### config.mk
export PLATFORM = sky130hd
export DESIGN_NAME = keypad_scan_ctrl
export DESIGN_NICKNAME = d
export VERILOG_FILES = /design/src/rtl/keypad_scan_ctrl.sv
export SDC_FILE = /design/constraint.sdc
export NUM_CORES = 1
export LEC_CHECK = 0
export ABC_AREA = 1
export BUFFER_PORTS_ARGS = -buffer_cell sky130_fd_sc_hd__buf_2
export CAP_MARGIN = 40
export CORE_MARGIN = 4
export CORE_UTILIZATION = 45
export DETAILED_ROUTE_END_ITERATION = 12
export PLACE_DENSITY = 0.74
export SLEW_MARGIN = 20
export SYNTH_ARGS = -nofsm -noshare
export SYNTH_HDL_FRONTEND = slang
export SYNTH_SLANG_ARGS = --single-unit
### constraint.sdc
create_clock -name clk -period 3.63 [get_ports clk]
set_input_delay 0.726 -clock clk [delete_from_list [all_inputs] [get_ports clk]]
set_output_delay 0.726 -clock clk [all_outputs]
set_load 0.005 [all_outputs]
### src/rtl/keypad_scan_ctrl.sv
// 4x4 keypad matrix scanner: walks one active-low column per scan tick, freezes on a detected key
// and holds key_pressed until release. Optional build macro: KEYPAD_GHOST_REJECT_EN.
module keypad_scan_ctrl #(
  parameter int CLK_DIV       = 60000,
  parameter int RELEASE_TICKS = 2
) (
  input  logic       clk,
  input  logic       reset,
  input  logic [3:0] rows_n,
  output logic [3:0] cols_n,
  output logic [7:0] key_code,
  output logic       key_pressed,
  output logic       scan_tick
);

  localparam int PW = (CLK_DIV > 1) ? $clog2(CLK_DIV) : 1;
  localparam int RW = $clog2(RELEASE_TICKS + 1);

  typedef enum logic [0:0] {
    SCAN = 1'b0,
    HOLD = 1'b1
  } state_t;

  state_t          state, state_d;
  logic [3:0]      rows_meta, rows_s;
  logic [PW-1:0]   presc;
  logic [1:0]      col_idx, col_idx_d;
  logic [RW-1:0]   release_cnt, release_cnt_d;
  logic [7:0]      key_code_d;
  logic            key_pressed_d;
  logic [3:0]      row_onehot;
  logic            press_seen;

  // rows_n is asynchronous to clk; only rows_s is ever used for decisions.
  always_ff @(posedge clk) begin
    if (!reset) begin
      rows_meta <= 4'hF;
      rows_s    <= 4'hF;
    end else begin
      rows_meta <= rows_n;
      rows_s    <= rows_meta;
    end
  end

  always_ff @(posedge clk) begin
    if (!reset) begin
      presc     <= '0;
      scan_tick <= 1'b0;
    end else begin
      if (presc == PW'(CLK_DIV - 1)) presc <= '0;
      else                           presc <= presc + 1'b1;
      scan_tick <= (presc == PW'(CLK_DIV - 1));
    end
  end

  // Lowest row index wins when several rows are low.
  always_comb begin
    row_onehot = 4'b0000;
    if      (!rows_s[0]) row_onehot = 4'b0001;
    else if (!rows_s[1]) row_onehot = 4'b0010;
    else if (!rows_s[2]) row_onehot = 4'b0100;
    else if (!rows_s[3]) row_onehot = 4'b1000;
  end

`ifdef KEYPAD_GHOST_REJECT_EN
  assign press_seen = ($countones(~rows_s) == 1);
`else
  assign press_seen = (rows_s != 4'hF);
`endif

  always_ff @(posedge clk) begin
    if (!reset) begin
      state       <= SCAN;
      col_idx     <= 2'd0;
      release_cnt <= '0;
      key_code    <= 8'h00;
      key_pressed <= 1'b0;
      cols_n      <= 4'b1110;
    end else begin
      state       <= state_d;
      col_idx     <= col_idx_d;
      release_cnt <= release_cnt_d;
      key_code    <= key_code_d;
      key_pressed <= key_pressed_d;
      cols_n      <= ~(4'b0001 << col_idx_d);
    end
  end

  always_comb begin
    state_d       = state;
    col_idx_d     = col_idx;
    release_cnt_d = release_cnt;
    key_code_d    = key_code;
    key_pressed_d = key_pressed;
    case (state)
      SCAN: begin
        if (scan_tick) begin
          if (press_seen) begin
            state_d       = HOLD;
            key_code_d    = {row_onehot, 4'b0001 << col_idx};
            key_pressed_d = 1'b1;
            release_cnt_d = '0;
          end else begin
            col_idx_d = col_idx + 2'd1;
          end
        end
      end
      HOLD: begin
        // The column stays frozen, so only the held key's column is visible here.
        if (scan_tick) begin
          if (rows_s == 4'hF) begin
            if (release_cnt == RW'(RELEASE_TICKS - 1)) begin
              state_d       = SCAN;
              key_pressed_d = 1'b0;
              col_idx_d     = col_idx + 2'd1;
              release_cnt_d = '0;
            end else begin
              release_cnt_d = release_cnt + 1'b1;
            end
          end else begin
            release_cnt_d = '0;
          end
        end
      end
      default: begin
        state_d       = SCAN;
        col_idx_d     = 2'd0;
        release_cnt_d = '0;
        key_pressed_d = 1'b0;
      end
    endcase
  end

endmodule
### After elaboration in Yosys (flattened, before gate mapping)

Cells that the tools add are included.

| storage, ports and cells | value |
|---|---|
| bits in latches | 0 |
| output and inout port bits | 14 |
| logic and storage cells | 59 |
| bits of input ports | 6 |
| ROM bits | 0 |
| register bits after elaboration | 43 |
| memories | 0 |
| RAM bits | 0 |

| operators by class | value |
|---|---|
| eq/ne operators | 9 |
| bitwise operators | 3 |
| shifts and indexed selects | 2 |
| $lt $le $gt $ge | 0 |
| multiply operators | 0 |
| divide/modulo/power cells | 0 |
| reductions and logical operators | 4 |
| add/sub/neg operators | 3 |
| multiplexer cells | 28 |

Operators with widths:

| operator | count |
|---|---|
| $mux 2 | 10 |
| $add 16x1->16 const B | 1 |
| $eq 16x16->1 const B | 1 |
| $mux 4 | 4 |
| $mux 1 | 10 |
| $pmux 2 s2 | 2 |
| $shl 1x2->4 const A | 2 |
| $ne 2x2->1 const B | 3 |
| $reduce_and 3->1 | 2 |
| $reduce_and 5->1 | 1 |
| $add 2x1->2 const B | 2 |
| $eq 4x4->1 const B | 1 |
| $ne 2x1->1 const B | 2 |
| $ne 4x4->1 const B | 1 |
| $not 4->4 | 1 |
| $pmux 1 s2 | 2 |
| $eq 2x1->1 const B | 1 |
| $not 1->1 | 2 |
| $reduce_or 2->1 | 1 |

### Longest topological paths before layout

Gate-level depths: netlist of the first run.

| depth | value |
|---|---|
| word-level depth | 7 |
| depth in mapped cells | 9 |
| depth with buffers taken out | 9 |

### Worst setup path before layout of the first run

No wires, ideal clock.

| timing | value |
|---|---|
| path kind | in2reg |
| from | input reset |
| to | register rows_meta[0] |
| setup slack | 2.298 ns |
| library setup time | 0.123 ns |
| stages | 3 |
| required time | 3.507 ns |
| data arrival time | 1.208 ns |
| buffers on the path | 1 |
| path through | inv_1 > clkbuf_1 > or2_2 |

RTL lines:

| item | line | source |
|---|---|---|
| start, declared | 8 | `input logic reset,` |
| end signal, assigned | 40 | `rows_meta <= rows_n;` |
| end, declared | 25 | `logic [3:0] rows_meta, rows_s;` |

No word-level cell between the ends.

### Final worst setup path of the first run

| timing | value |
|---|---|
| from | register scan_tick |
| to | output scan_tick |

RTL lines:

| item | line | source |
|---|---|---|
| start, declared | 13 | `output logic scan_tick` |
| start signal, assigned | 52 | `scan_tick <= (presc == PW'(CLK_DIV - 1));` |

No word-level cell between the ends.

==> results of run 1 <==
cells in the mapped netlist, drive strengths merged:
master and instances:
nand2 52, nand4 3, xnor2 1, o211ai 1
or2 8, buf 3, o21ai 13, nand3 12
a21oi 15, xor2 3, dfxtp 43, inv 28
clkbuf 1, nor2 39, nand3b 3, ha 5
nor3 2
area by class of cell:
class                           count  area share
Clock buffer                        5      0.0341
Clock inverter                      3      0.0217
Inverter                           28      0.0521
Multi-Input combinational cell    157       0.389
Sequential cell                    43       0.427
Tap cell                           48      0.0298
Timing Repair Buffer               19      0.0471
cell families (layout without fill, tap and decap cells):
kind of cell | count (synthesis) | after routing
compound gates | 29 | 29
xor+xnor | 4 | 4
fa+ha+maj | 5 | 5
buf+inv | 32 | 55
flops | 43 | 43
simple gates | 119 | 119
stage by stage:
stage,hold WS (ns),util,cells
after floorplan,0.393,-,232
final,0.417,0.539,303
after global routing,0.429,0.539,303
after detailed placement,0.401,0.509,295
after global placement,0.393,0.509,295
after CTS,0.421,0.539,303
power breakdown:
part / total [mW] / internal (mW) / switching [mW]
Combinational: 0.0227 / 0.00908 / 0.0136
Clock: 0.368 / 0.205 / 0.163
Sequential: 0.482 / 0.478 / 0.00353
Total: 0.872 / 0.692 / 0.180
cells in the final DEF, fill, tap and decap left out, types with 4 or more instances in the layout:
master,count
nand2_1,48
ha_1,5
o21ai_0,12
or2_2,8
clkbuf_8,5
nor2_1,34
nor2_2,4
dfxtp_1,43
inv_1,26
a21oi_1,14
nand3_1,12
buf_2,19
metal layers:
metal  GRT usage  vias up  share of wire
met5           0        -              0
met1       0.168      644           0.49
met4      0.0564        0          0.018
met2       0.194       22           0.45
li1            -      773              -
met3      0.0426        5          0.041
flip-flops by register name, summed over array words and instances, names as in the netlist:
name,cells
key_code,8
cols_n,4
release_cnt,2
rows_meta,4
rows_s,4
scan_tick,1
presc,16
col_idx,2
key_pressed,1
state,1
worst max-delay path by stage:
stage,from,endpoint,slack (ns),depth (start not counted)
2_1_floorplan,reset,rows_meta[0]$_SDFF_PN1_,2.30,3
3_3_place_gp,reset,rows_meta[0]$_SDFF_PN1_,2.03,3
3_5_place_dp,reset,rows_meta[2]$_SDFF_PN1_,2.01,3
4_1_cts,scan_tick$_SDFF_PN0_,scan_tick,2.05,1
5_1_grt,scan_tick$_SDFF_PN0_,scan_tick,2.01,1
6_report,scan_tick$_SDFF_PN0_,scan_tick,2.06,1
==> flow_summary.json, run 1 <==
{
  "status": "completed",
  "crit_arrival_ns": 0.84,
  "clock-sinks": 43,
  "avgViaCountPerCell": 4.77,
  "r2r_setup_slack_ns": 2.22,
  "layout_min_cycle_time_ns": 1.57,
  "rows": 22,
  "synthSimpleGateAreaFrac": 0.300,
  "synth_adder_area_share": 0.0350,
  "finalWirelength_mm": 3.05,
  "clk-insertion-delay-late_ns": 0.30,
  "io_pins": 20,
  "r2r.worst_path.cells": 8,
  "seqCellArea_um2": 861,
  "critPathMaxFanout": 5,
  "ir_drop_uv": 261,
  "rsz0062_at_grt": "false",
  "r2r_start": "presc[0]$_SDFF_PP0_",
  "num_antenna_cells": 0,
  "drt_iter0_drc": 65,
  "fp.dieH_um": 71.0,
  "overflow": 0,
  "grt_pass1_vias": 1211,
  "initial_core_util": 0.478,
  "drv_cap": 0,
  "crit_chain": "buf_2",
  "antenna_found_initial": 0,
  "drc": 0,
  "cts_root_buffer": "clkbuf_8",
  "track_usage": 0.129,
  "worstReg2RegEnd": "presc[8]$_SDFF_PP0_",
  "htreeDepth": 2,
  "cellLeakagePower_nw": 0.832,
  "end_kind": "output pin",
  "hold_path.class": "flop to flop",
  "finalPower_uw": 872,
  "hold_depth": 1,
  "tns_ns": 0,
  "hp-start": "rows_meta[1]$_SDFF_PN1_",
  "holdBufCountCts": 0,
  "worst_slack_ns": 2.06,
  "cp_slowest_cell": "dfxtp_1",
  "gp_congestion": 0.868,
  "whs_endpoint": "rows_s[1]$_SDFF_PN1_",
  "netlist_instances": 232,
  "syn_nets": 243,
  "tightest_slew_ns": 0.420,
  "core_area_um2": 3740,
  "yosys.area.top_type": "dfxtp_1",
  "cp_top_family": "flip-flops",
  "wl_per_cell_um": 10.1,
  "antenna_left": 0,
  "synth_top_area_share": 0.481,
  "drt_pass1_iterations": 4,
  "yosys-top-cells-area": "dfxtp_1 (48%), nand2_1 (10%), nor2_1 (7.1%)",
  "fin_skew_ns": 0.00952,
  "die_w_um": 71.0,
  "crit_type": "flop to output pin",
  "synthMuxAreaShare": 0,
  "cts_buffers": 5,
  "syn_area_per_cell_um2": 7.71,
  "hold_viol_final": 0,
  "yosysSeqAreaShare": 0.481,
  "multiInputGateArea_um2": 785,
  "die_area_um2": 5050,
  "powerDensity_nw_per_um2": 432,
  "clock_path_buffers": 2,
  "cts_tree": "built",
  "synth_top_family_by_area": "simple AND/OR/NAND/NOR gates",
  "area_delta_synth_final_pct": 12.9,
  "start_kind": "flop",
  "cts_resized": 0,
  "final_cell_area_um2": 2020,
  "post_dp_cell_area_um2": 1910,
  "finalNetCount": 265,
  "grt_max_degree": 17,
  "postCtsSetupRepairBufs": 0,
  "clk_pin_slew_worst_paths_ns": 0.08,
  "syn_area_um2": 1790,
  "drive_above_1_share": 0.184,
  "grt_first_pass_wirelength_mm": 5.19,
  "report.final.slew_viol_count": 0,
  "synthXorXnorAreaFrac": 0.0196,
  "yosysWarnings": 0,
  "pre_cts_ws_ns": 2.01,
  "hpwl_mm": 2.20,
  "numPortBuffers": 19,
  "vias": 1444,
  "ys_seq_elements": 43,
  "fillCellCount": 364,
  "path_buf_inv": 1,
  "synth.distinct_cells": 26,
  "slew_headroom": 0.720,
  "setup_viol": 0,
  "synth_compound_area_frac": 0.0847,
  "post-route-period-util": 0.432,
  "fmax_mhz": 638,
  "cp_data_required_time_ns": 2.90,
  "slowest_delay_ns": 0.41
}
Note: power is estimated with default switching activity, not from simulation.
==> run 2, diff against run 1 <==
--- a/config.mk
+++ b/config.mk
@@ -5,13 +5,13 @@
 export SDC_FILE = /design/constraint.sdc
 export NUM_CORES = 1
 export LEC_CHECK = 0
-export ABC_AREA = 1
+export ABC_AREA = 0
 export BUFFER_PORTS_ARGS = -buffer_cell sky130_fd_sc_hd__buf_2
 export CAP_MARGIN = 40
 export CORE_MARGIN = 4
 export CORE_UTILIZATION = 45
 export DETAILED_ROUTE_END_ITERATION = 12
-export PLACE_DENSITY = 0.74
+export PLACE_DENSITY = 0.77
 export SLEW_MARGIN = 20
 export SYNTH_ARGS = -nofsm -noshare
 export SYNTH_HDL_FRONTEND = slang
==> constraint.sdc (replaced) <==
create_clock -name clk -period 1.35 [get_ports clk]
set_input_delay 0.27 -clock clk [delete_from_list [all_inputs] [get_ports clk]]
set_output_delay 0.27 -clock clk [all_outputs]
set_load 0.005 [all_outputs]
==> run 2 against run 1 <==
  * The run now ends with negative setup slack left
  * Sequential share of layout area fell by 5.8 points
  * Synthesized cell count fell by 20%
  * Sequential power rose to 2.7 times the previous value
  * Clock skew fell by 0.0011 ns
  * Register-to-register slack got worse by 2.3 ns
  * First-iteration DRC count rose by 63%
  * Worst setup slack got worse by 2.2 ns
  * Utilization rose by 11 points
  * Cell area rose by 19%
  * Area after synthesis fell by 3.8%
  * Largest cell class is now multi-input combinational cells
  * Largest power group unchanged
==> flow_summary.json, run 2 <==
{
  "status": "finished, violations left",
  "violations": "negative setup slack",
  "cp_data_required_time_ns": 1.55,
  "syn_nets": 196,
  "slowest_delay_ns": 0.36,
  "area_delta_synth_final_pct": 39.6,
  "synthArstFlopShare": 0,
  "synth_edf_count": 0,
  "drv_cap": 0,
  "yosys.cell_count.top_type": "dfxtp_1",
  "mostFrequentLayoutCells": "buf_4 (30), dfxtp_1 (29), buf_2 (20), nand3_1 (14), dfxtp_2 (11)",
  "gp_congestion": 0.850,
  "drt_iter0_drc": 106,
  "fin_skew_ns": 0.00839,
  "post-route-period-util": 1.09,
  "cts_buffers": 5,
  "tightest_slew_ns": 0.369,
  "yosys-top-cells-area": "dfxtp_1 (50%), xnor2_1 (4.6%), nor2_1 (4.1%)",
  "finalPower_mw": 2.46,
  "grt_first_pass_wirelength_mm": 6.04,
  "cp_slowest_cell": "dfxtp_2",
  "yosysSeqAreaShare": 0.500,
  "ir_drop_uv": 567,
  "numPortBuffers": 19,
  "clk_pin_slew_worst_paths_ns": 0.08,
  "path_buf_inv": 2,
  "vias": 1520,
  "syn_area_per_cell_um2": 9.30,
  "crit_chain": "buf_4, nor3b_1, nand4_1, nand2_2, buf_6, nor2_2",
  "overflow": 0,
  "cellLeakagePower_nw": 0.938,
  "netlist_instances": 185,
  "worst_slack_ns": -0.128,
  "antenna_found_initial": 0,
  "largest_register_ffs": 16,
  "grt_pass1_vias": 1384,
  "synth_ff_type": "dfxtp_1",
  "layoutNonFillerInstCount": 289,
  "rows": 22,
  "core_area_um2": 3690,
  "place_inst": 272,
  "hold_path.class": "input pin to flop",
  "ys_seq_elements": 43,
  "wl_per_cell_um": 14.2,
  "synth.distinct_cells": 35,
  "synth_top_area_share": 0.500,
  "cts_root_buffer": "clkbuf_8",
  "clk-insertion-delay-late_ns": 0.31,
  "final_common_cell": "buf_4",
  "hold_viol_final": 0,
  "seqCellArea_um2": 886,
  "htreeDepth": 2,
  "multiInputGateArea_um2": 926,
  "fp.dieH_um": 69.8,
  "rsz0062_at_grt": "true",
  "start_kind": "flop",
  "largestRegisters": "presc x16, key_code x8",
  "finalWirelength_mm": 4.11,
  "syn_area_um2": 1720,
  "regMostFlops": "presc",
  "die_area_um2": 4880,
  "setup_viol": 16,
  "clock_path_buffers": 2,
  "antenna_left": 0,
  "finalNetCount": 251,
  "report.final.slew_viol_count": 0,
  "clock-sinks": 43,
  "drive_above_1_share": 0.448,
  "num_antenna_cells": 0,
  "initial_core_util": 0.466,
  "yosys.area.top_type": "dfxtp_1",
  "drc": 0,
  "track_usage": 0.153,
  "cts_tree": "built",
  "crit_arrival_ns": 1.68,
  "yosysWarnings": 0,
  "drt_pass1_iterations": 4,
  "holdBufCountCts": 0,
  "slew_headroom": 0.754,
  "layout_min_cycle_time_ns": 1.48,
  "powerDensity_nw_per_um2": 1020,
  "synthTopCellsByCount": "dfxtp_1 (43), nor2_1 (19), nand3_1 (14)",
  "fmax_mhz": 677,
  "cp_top_family": "simple AND/OR/NAND/NOR gates",
  "tns_ns": -1.72,
  "critPathMaxFanout": 6,
  "io_pins": 20,
  "grt_max_degree": 16,
  "fillCellCount": 300,
  "end_kind": "flop",
  "avgViaCountPerCell": 5.26,
  "crit_type": "flop to flop",
  "hpwl_mm": 2.42,
  "die_w_um": 69.8
}
-- run 2: area by class of cell --
cell class | instances | share of cell area
Inverter | 6 | 0.00938
Tap cell | 48 | 0.0250
Clock buffer | 5 | 0.0286
Multi-Input combinational cell | 128 | 0.385
Timing Repair Buffer | 56 | 0.164
Clock inverter | 3 | 0.0193
Sequential cell | 43 | 0.369
-- run 2: final timing paths --
path,slack [ns],cells after the start,from,endpoint
setup reg to reg,-0.13,6,presc[9]$_SDFF_PP0_,presc[4]$_SDFF_PP0_
setup / recovery,-0.13,6,presc[9]$_SDFF_PP0_,presc[4]$_SDFF_PP0_
hold reg to reg,0.41,1,rows_meta[1]$_SDFF_PN1_,rows_s[1]$_SDFF_PN1_
hold / removal,0.14,2,rows_n[1],rows_meta[1]$_SDFF_PN1_
-- run 2: power breakdown --
group / internal [mW] / switching [mW] / total [mW]
clock network: 0.557 / 0.468 / 1.03
logic: 0.0679 / 0.0626 / 0.130
registers: 1.29 / 0.0168 / 1.30
-- run 2: kinds of logic (layout without fill, tap and decap cells) --
kind of cell,Yosys count,after routing,synth area share
AO/OA/AOI/OAI,24,24,0.0909
XOR/XNOR,14,14,0.0713
adder cells (fa/ha/maj),5,5,0.0364
buffers and inverters,14,70,0.0327
flip-flops,43,43,0.500
AND/OR/NAND/NOR,85,85,0.268
-- run 2: worst reg2reg max path: stages, from the launching register on --
cell     delay, ns
dfxtp_2       0.36
buf_4         0.12
nor3b_1       0.29
nand4_1       0.22
nand2_2       0.17
buf_6         0.16
nor2_2        0.05
-- run 2: per-layer routing --
metal / track usage / vias up / part of all wire
li1: - / 760 / -
met1: 0.177 / 730 / 0.41
met2: 0.258 / 22 / 0.53
met3: 0.0377 / 8 / 0.036
met4: 0.0851 / 0 / 0.024
met5: 0 / - / 0
-- run 2: what timing repair did --
item | 4_1_cts | 5_1_grt
setup buffers | 3 | 4
cloned | 0 | 2
resized for setup | 6 | 43
endpoints found under the setup margin | 17 | 27
pin swaps | 5 | 11
endpoints found under the hold margin | 0 | 0
-- run 2: through the flow --
step                      hold WS (ns)  utilization  instance area (µm²)  setup WS [ns]
final                            0.142        0.651                 2400         -0.128
after detailed placement         0.394        0.559                 2060        -0.0607
after CTS                        0.131        0.604                 2230        0.00192
after global placement           0.388        0.559                 2060        -0.0226
after global routing             0.144        0.651                 2400         -0.231
after floorplan                  0.371            -                 1750       0.000913
